File: src/rtl/booth_datapath.sv
// booth_datapath: radix-2 Booth multiplier datapath driven by the multiplier controller strobes
//
// Ports:
//   clk           rising-edge clock
//   reset         asynchronous reset, active-low
//   enable_a      controller: multiplicand register enable
//   enable_b      controller: multiplier register enable
//   enable_pp     controller: partial-product phase enable
//   load_p        controller: perform Booth step / product phase
//   multiplicand  signed operand A, sampled on capture
//   multiplier    signed operand Q, sampled on capture
//   load_pp       status: operands captured, ready for partial-product phase
//   count         status: iteration in progress
//   product       signed 2*WIDTH result, held until the next result
//   product_valid one-cycle pulse when product updates
//   op_count      (BOOTH_OPCOUNT_EN only) number of add/subtract steps in the current run
//
// Optional feature macro: BOOTH_OPCOUNT_EN adds the op_count output.
module booth_datapath #(
    parameter int WIDTH = 8,
    localparam int CNT_W = $clog2(WIDTH + 1)
) (
    input  logic                 clk,
    input  logic                 reset,
    input  logic                 enable_a,
    input  logic                 enable_b,
    input  logic                 enable_pp,
    input  logic                 load_p,
    input  logic [WIDTH-1:0]     multiplicand,
    input  logic [WIDTH-1:0]     multiplier,
    output logic                 load_pp,
    output logic                 count,
    output logic [2*WIDTH-1:0]   product,
    output logic                 product_valid
`ifdef BOOTH_OPCOUNT_EN
    ,
    output logic [CNT_W-1:0]     op_count
`endif
);
    // a and pp carry one extra bit so that subtracting the most-negative multiplicand cannot overflow
    logic [WIDTH:0]   a, pp, pp_sum;
    logic [WIDTH-1:0] q;
    logic             q_m1;
    logic [CNT_W-1:0] counter;
    logic             step, step_idle, init, capture, last, do_op;

    always_comb begin
        step      = enable_pp & load_p & (counter != '0);
        step_idle = enable_pp & load_p & (counter == '0);
        init      = enable_pp & ~load_p;
        capture   = enable_a & enable_b & ~enable_pp;
        last      = counter == CNT_W'(1);
        do_op     = q[0] ^ q_m1;
        pp_sum    = (q[0] & ~q_m1) ? pp - a : (~q[0] & q_m1) ? pp + a : pp;
    end

    always_ff @(posedge clk or negedge reset) begin
        if (!reset) begin
            a             <= '0;
            pp            <= '0;
            q             <= '0;
            q_m1          <= 1'b0;
            counter       <= '0;
            load_pp       <= 1'b0;
            count         <= 1'b0;
            product       <= '0;
            product_valid <= 1'b0;
        end else begin
            product_valid <= 1'b0;
            if (step) begin
                // arithmetic right shift of {pp_sum, q, q_m1}
                pp      <= {pp_sum[WIDTH], pp_sum[WIDTH:1]};
                q       <= {pp_sum[0], q[WIDTH-1:1]};
                q_m1    <= q[0];
                counter <= counter - CNT_W'(1);
                if (last) begin
                    count         <= 1'b0;
                    product       <= {pp_sum, q[WIDTH-1:1]};
                    product_valid <= 1'b1;
                end
            end else if (init) begin
                pp      <= '0;
                counter <= CNT_W'(WIDTH);
                load_pp <= 1'b0;
                count   <= 1'b1;
            end else if (capture) begin
                a       <= {multiplicand[WIDTH-1], multiplicand};
                q       <= multiplier;
                q_m1    <= 1'b0;
                load_pp <= 1'b1;
            end else if (!step_idle) begin
                load_pp <= 1'b0;
                count   <= 1'b0;
            end
        end
    end

`ifdef BOOTH_OPCOUNT_EN
    always_ff @(posedge clk or negedge reset) begin
        if (!reset)
            op_count <= '0;
        else if (step && do_op)
            op_count <= op_count + CNT_W'(1);
        else if (init)
            op_count <= '0;
    end
`endif

endmodule

File: config.mk
export PLATFORM = sky130hd
export DESIGN_NAME = booth_datapath
export DESIGN_NICKNAME = d
export VERILOG_FILES = /design/src/rtl/booth_datapath.sv
export SDC_FILE = /design/constraint.sdc
export NUM_CORES = 1
export LEC_CHECK = 0
export ABC_AREA = 1
export BUFFER_PORTS_ARGS = -buffer_cell sky130_fd_sc_hd__buf_2
export CAP_MARGIN = 10
export CORE_MARGIN = 2
export CORE_UTILIZATION = 57
export DETAILED_ROUTE_END_ITERATION = 8
export PLACE_DENSITY = 0.87
export SYNTH_ARGS = -nofsm -noshare
export SYNTH_HDL_FRONTEND = slang
export SYNTH_SLANG_ARGS = --single-unit
File: constraint.sdc
create_clock -name clk -period 2.3 [get_ports clk]
set_input_delay 0 -clock clk [delete_from_list [all_inputs] [get_ports clk]]
set_output_delay 0 -clock clk [all_outputs]
set_load 0.01 [all_outputs]
# Yosys cells after proc, flatten, opt, wreduce, memory -nomap -nowiden
# Cells that the tools add are included.
[word_totals]
ff_bits = 49
input_bits = 22
out_inout_bits = 19
elab_cells = 62
[op_classes]
n_addsub = 3
eq_ne = 6
muxes = 21
bitwise_logic = 14
reduce_logical = 9
[op_table]
columns = ["operator", "n"]
rows = [
  ["9-bit 2-to-1 mux", 4],
  ["8-bit 2-to-1 mux", 3],
  ["1-bit 2-to-1 mux", 12],
  ["9-bit adder", 1],
  ["9-bit subtractor", 1],
  ["1-bit AND", 8],
  ["4-bit 2-to-1 mux", 2],
  ["3-bit != test (second input constant)", 2],
  ["1-bit inverter", 6],
  ["2-bit AND reduction", 3],
  ["3-bit AND reduction", 2],
  ["4-bit by 1-bit == test with 1-bit output (second input constant)", 1],
  ["4-bit logical NOT", 1],
  ["2-bit by 1-bit != test with 1-bit output (second input constant)", 2],
  ["2-bit nonzero test", 2],
  ["4-bit nonzero test", 1],
  ["4-bit by 1-bit subtractor with 4-bit output (second input constant)", 1],
  ["3-bit by 2-bit != test with 1-bit output (second input constant)", 1],
]

# Longest topological paths before layout
[logic_depth]
depth_word = 6
mapped_depth = 14
ltp_nobuf = 14

# Least setup slack after synthesis
# OpenSTA, ideal clock, no wires.
[synth_timing]
kind = "flip-flop to flip-flop"
startpoint = "register pp[0]"
endpoint = "register pp[7]"
setup_ps = 118
arrival_time_ps = 1647
required_time_ps = 2182
slack_ps = 536
stages_incl_launch_ff = 15
path_buffers = 0
synth_period_minus_slack_ps = 1764
cell_sequence = "dfrtp_1 inv_1 ha_1 inv_1 fa_1 nand3_1 nand3_1 nand2_1 nand2_1 nand2_1 nand2_1 nand2_1 nand3_1 nand2_1 nand2_1"
[synth_between]
elab_chain_len = 4
word_cells_on_any_way = 5
classes_between = "add/sub: 2; mux: 3"
[synth_rtl]
columns = ["item", "line_no", "rtl"]
rows = [
  ["start, declared", "41", "logic [WIDTH:0] a, pp, pp_sum;"],
  ["start signal, assigned", "72", "pp <= {pp_sum[WIDTH], pp_sum[WIDTH:1]};"],
  ["9-bit adder", "54", "pp_sum = (q[0] & ~q_m1) ? pp - a : (~q[0] & q_m1) ? pp + a : pp;"],
  ["9-bit 2-to-1 mux", "54", ""],
  ["9-bit 2-to-1 mux *", "54", ""],
  ["9-bit 2-to-1 mux *", "70", "if (step) begin"],
]
# Mark *: on every way between the ends. The rest lies on a longest branch, timed or not.
# A chain may end at the register's enable or synchronous reset.

# Worst setup path after layout
# Ends and elaborated chain as after synthesis.

==> flow_metrics.py <==
metrics = {
    "worst_setup_path": {
        "end_kind": "flop",
        "critPathMostFrequentCell": "nand2_1",
        "crit_chain": "inv_1 > ha_1 > inv_1 > fa_1 > nand3_1 > nand3_1 > nand2_1 > nand2_1 > nand2_1 > nand2_1 > nand2_1 > nand3_1 > nand2_1 > nand2_1",
        "path_max_fanout": 3,
        "cp.required_ns": 2.50,
        "arrival_ns": 2.20,
        "crit_slowest_cell": "dfrtp_1",
        "max_stage_delay_ns": 0.41,
        "worstSetupStartpointType": "flop",
        "crit_type": "reg -> reg",
    },
    "routing": {
        "routed_wl_um": 6620,
        "via_count": 2670,
        "wl_per_cell_um": 13.3,
        "drt_iter0_drc": 195,
        "vias_per_cell": 5.36,
        "drc": 0,
        "drtAntennaViolNets": 0,
        "firstDrtPassIters": 4,
    },
    "cts": {
        "clkSinkCount": 48,
        "cts_buffers": 5,
        "clk_latency_ns": 0.31,
        "post_cts_resize_count": 0,
        "htree_levels": 2,
        "cts_setup_buffers": 0,
        "clock_path_buffers": 2,
        "root_buffer": "clkbuf_8",
        "ctsHoldBuffers": 11,
        "cts_tree": "yes",
        "clk_pin_slew_ns": 0.10,
    },
    "logic_synthesis": {
        "synthCells": 376,
        "synth.distinct_cells": 25,
        "yosysSeqAreaShare_pct": 42.4,
        "synth_edf_count": 0,
        "synth_nets": 418,
        "synthFlopType": "dfrtp_1",
        "ys_seq_elements": 48,
        "async_flop_share_pct": 100,
        "avgSynthCellArea_um2": 7.53,
        "yosysWarnings": 0,
        "syn-cell-area_um2": 2830,
    },
    "floorplanning": {
        "rows": 25,
        "initial_core_util_pct": 59.6,
        "fp.coreArea_um2": 4750,
        "fp.dieW_um": 74.5,
        "die-area_um2": 5550,
        "pin_count": 41,
        "die_h_um": 74.5,
    },
    "global_routing": {
        "grt_start_max_net_pins": 27,
        "track_usage_pct": 26.5,
        "grt_pass1_vias": 2565,
        "antenna_found_initial": 0,
        "overflow": 0,
        "grt_pass1_wl_um": 11400,
    },
    "pwr": {
        "powerDensity_nw_per_um2": 1190,
        "ir_worst_vdd_uv": 609,
        "p_leak_uw": 0.00188,
    },
    "timing": {
        "clock-skew-final_ns": 0.0126,
        "fin_crit_ns": 1.99,
        "max_freq_mhz": 501,
        "max_slew_margin_pct": 61.4,
        "final_hold_viol_count": 1,
        "rsz0062_at_grt": "no",
        "worstMarginPinSlew_ns": 0.579,
        "fin_setup_tns_ns": 0,
        "setup_viol": 0,
        "maxSlewViolCount": 0,
        "whs_ns": -0.00982,
        "post-route-period-util_pct": 86.7,
    },
    "cells_and_area": {
        "layout-drive-gt1-share_pct": 15.5,
        "nNetsFinal": 472,
        "area_growth_pct": 17.8,
        "diodes": 0,
        "fin_util_pct": 70.2,
    },
    "job": {
        "cap_violations": 0,
    },
    "placed_design": {
        "place_hpwl_um": 4800,
        "portBuffers": 40,
        "place_congestion": 0.938,
    },
    "outcome": {
        "violations": "hold timing",
        "status": "finished, violations left",
    },
    "min_path": {
        "hold_path_class": "in -> reg",
    },
}
## where the power goes
| part | internal [uW] | total [uW] | switching, uW |
|---|---|---|---|
| Combinational | 735 | 1970 | 1240 |
| Clock | 356 | 657 | 301 |
| Sequential | 1120 | 1340 | 214 |
## layout by cell type (no fill, tap or decap), types with 2 or more instances in the layout
master	n
inv_1	56
fa_1	2
nand3_1	28
or2_4	2
nand2_1	124
o21bai_1	2
inv_2	5
nand3_2	3
dfrtp_1	48
dlygate4sd3_1	11
o211ai_1	2
clkbuf_8	6
buf_2	40
ha_1	18
nor2_2	2
o21ai_0	18
nand3b_2	2
o22ai_1	12
nor2_1	13
buf_4	3
a21oi_1	16
o21ai_1	12
## per-stage QoR
| stage | total power [uW] | worst slack [ns] | area (um^2) | cells | hold slack [ns] |
|---|---|---|---|---|---|
| CTS | 3940 | 0.328 | 3340 | 498 | 0.000919 |
| detailed placement | 3250 | 0.344 | 3100 | 479 | 0.0347 |
| floorplan | 2750 | 0.536 | 2830 | 376 | -0.296 |
| global placement | 3170 | 0.437 | 3100 | 479 | 0.0269 |
| global route | 4310 | 0.172 | 3340 | 498 | 0.00797 |
| finish | 3970 | 0.306 | 3340 | 498 | -0.00982 |
## per-layer routing
| metal | global-route usage, % | routed length, um |
|---|---|---|
| met2 | 43.1 | 3310 |
| met5 | 0 | 0 |
| met3 | 3.52 | 316 |
| met4 | 10.1 | 90 |
| met1 | 36.5 | 2900 |
## state kept, by name (all words and copies together) (netlist names)
| name | flops |
|---|---|
| pp | 8 |
| product | 16 |
| product_valid | 1 |
| load_pp | 1 |
| q_m1 | 1 |
| a | 8 |
| counter | 4 |
| count | 1 |
| q | 8 |
## critical path, delay by kind of cell, from the launching register on
kind | cells | cell delay, ns
and+or+nand+nor | 10 | 0.80
adders and majority gates | 2 | 0.54
buffers and inverters | 2 | 0.14
DFF | 1 | 0.41
## cells in the mapped netlist (2+ instances only)
master | n | share of area [%]
buf_2 | 5 | 0.88
nor2_2 | 2 | 0.44
nand3_2 | 3 | 1.1
nand3_1 | 28 | 4.9
ha_1 | 18 | 8.0
nor2_1 | 13 | 1.7
o21bai_1 | 2 | 0.53
o21ai_1 | 12 | 2.1
o21ai_0 | 18 | 3.2
dfrtp_1 | 48 | 42
inv_2 | 5 | 0.66
o211ai_1 | 2 | 0.53
o22ai_1 | 12 | 2.7
inv_1 | 56 | 7.4
nand2_1 | 124 | 16
fa_1 | 2 | 1.4
a21oi_1 | 16 | 2.8
or2_4 | 2 | 0.62
nand3b_2 | 2 | 0.80
## worst paths after layout
kind	from	cells after the start	slack, ns	end
max in group asynchronous	reset	3	1.48	pp[4]
worst max-delay path	pp[0]	14	0.31	pp[7]
min in group asynchronous	reset	2	0.21	product[9]
worst min register to register	product[14]	2	0.48	product[14]
worst min-delay path	multiplier[6]	3	-0.01	q[6]
worst max register to register	pp[0]	14	0.31	pp[7]
## final cells by class
type | count | area (um^2)
clock buffer | 6 | 82.6
clock inverter | 2 | 38.8
fill | 390 | 1420
inverter | 62 | 233
multi-input combinational | 259 | 1360
sequential | 48 | 1200
tap | 67 | 83.8
timing repair buffer | 54 | 333
## cells by family (layout without fill, tap and decap cells)
kind of cell	Yosys count	after routing	synth area share [%]
AOI/OAI and AO/OA	62	62	11.8
and+or+nand+nor	176	176	26.6
xor gates and xnor gates	1	1	0.309
adders and majority gates	20	20	9.37
buffers and inverters	69	124	9.41
DFF	48	48	42.4
Note: power is estimated with default switching activity, not from simulation.
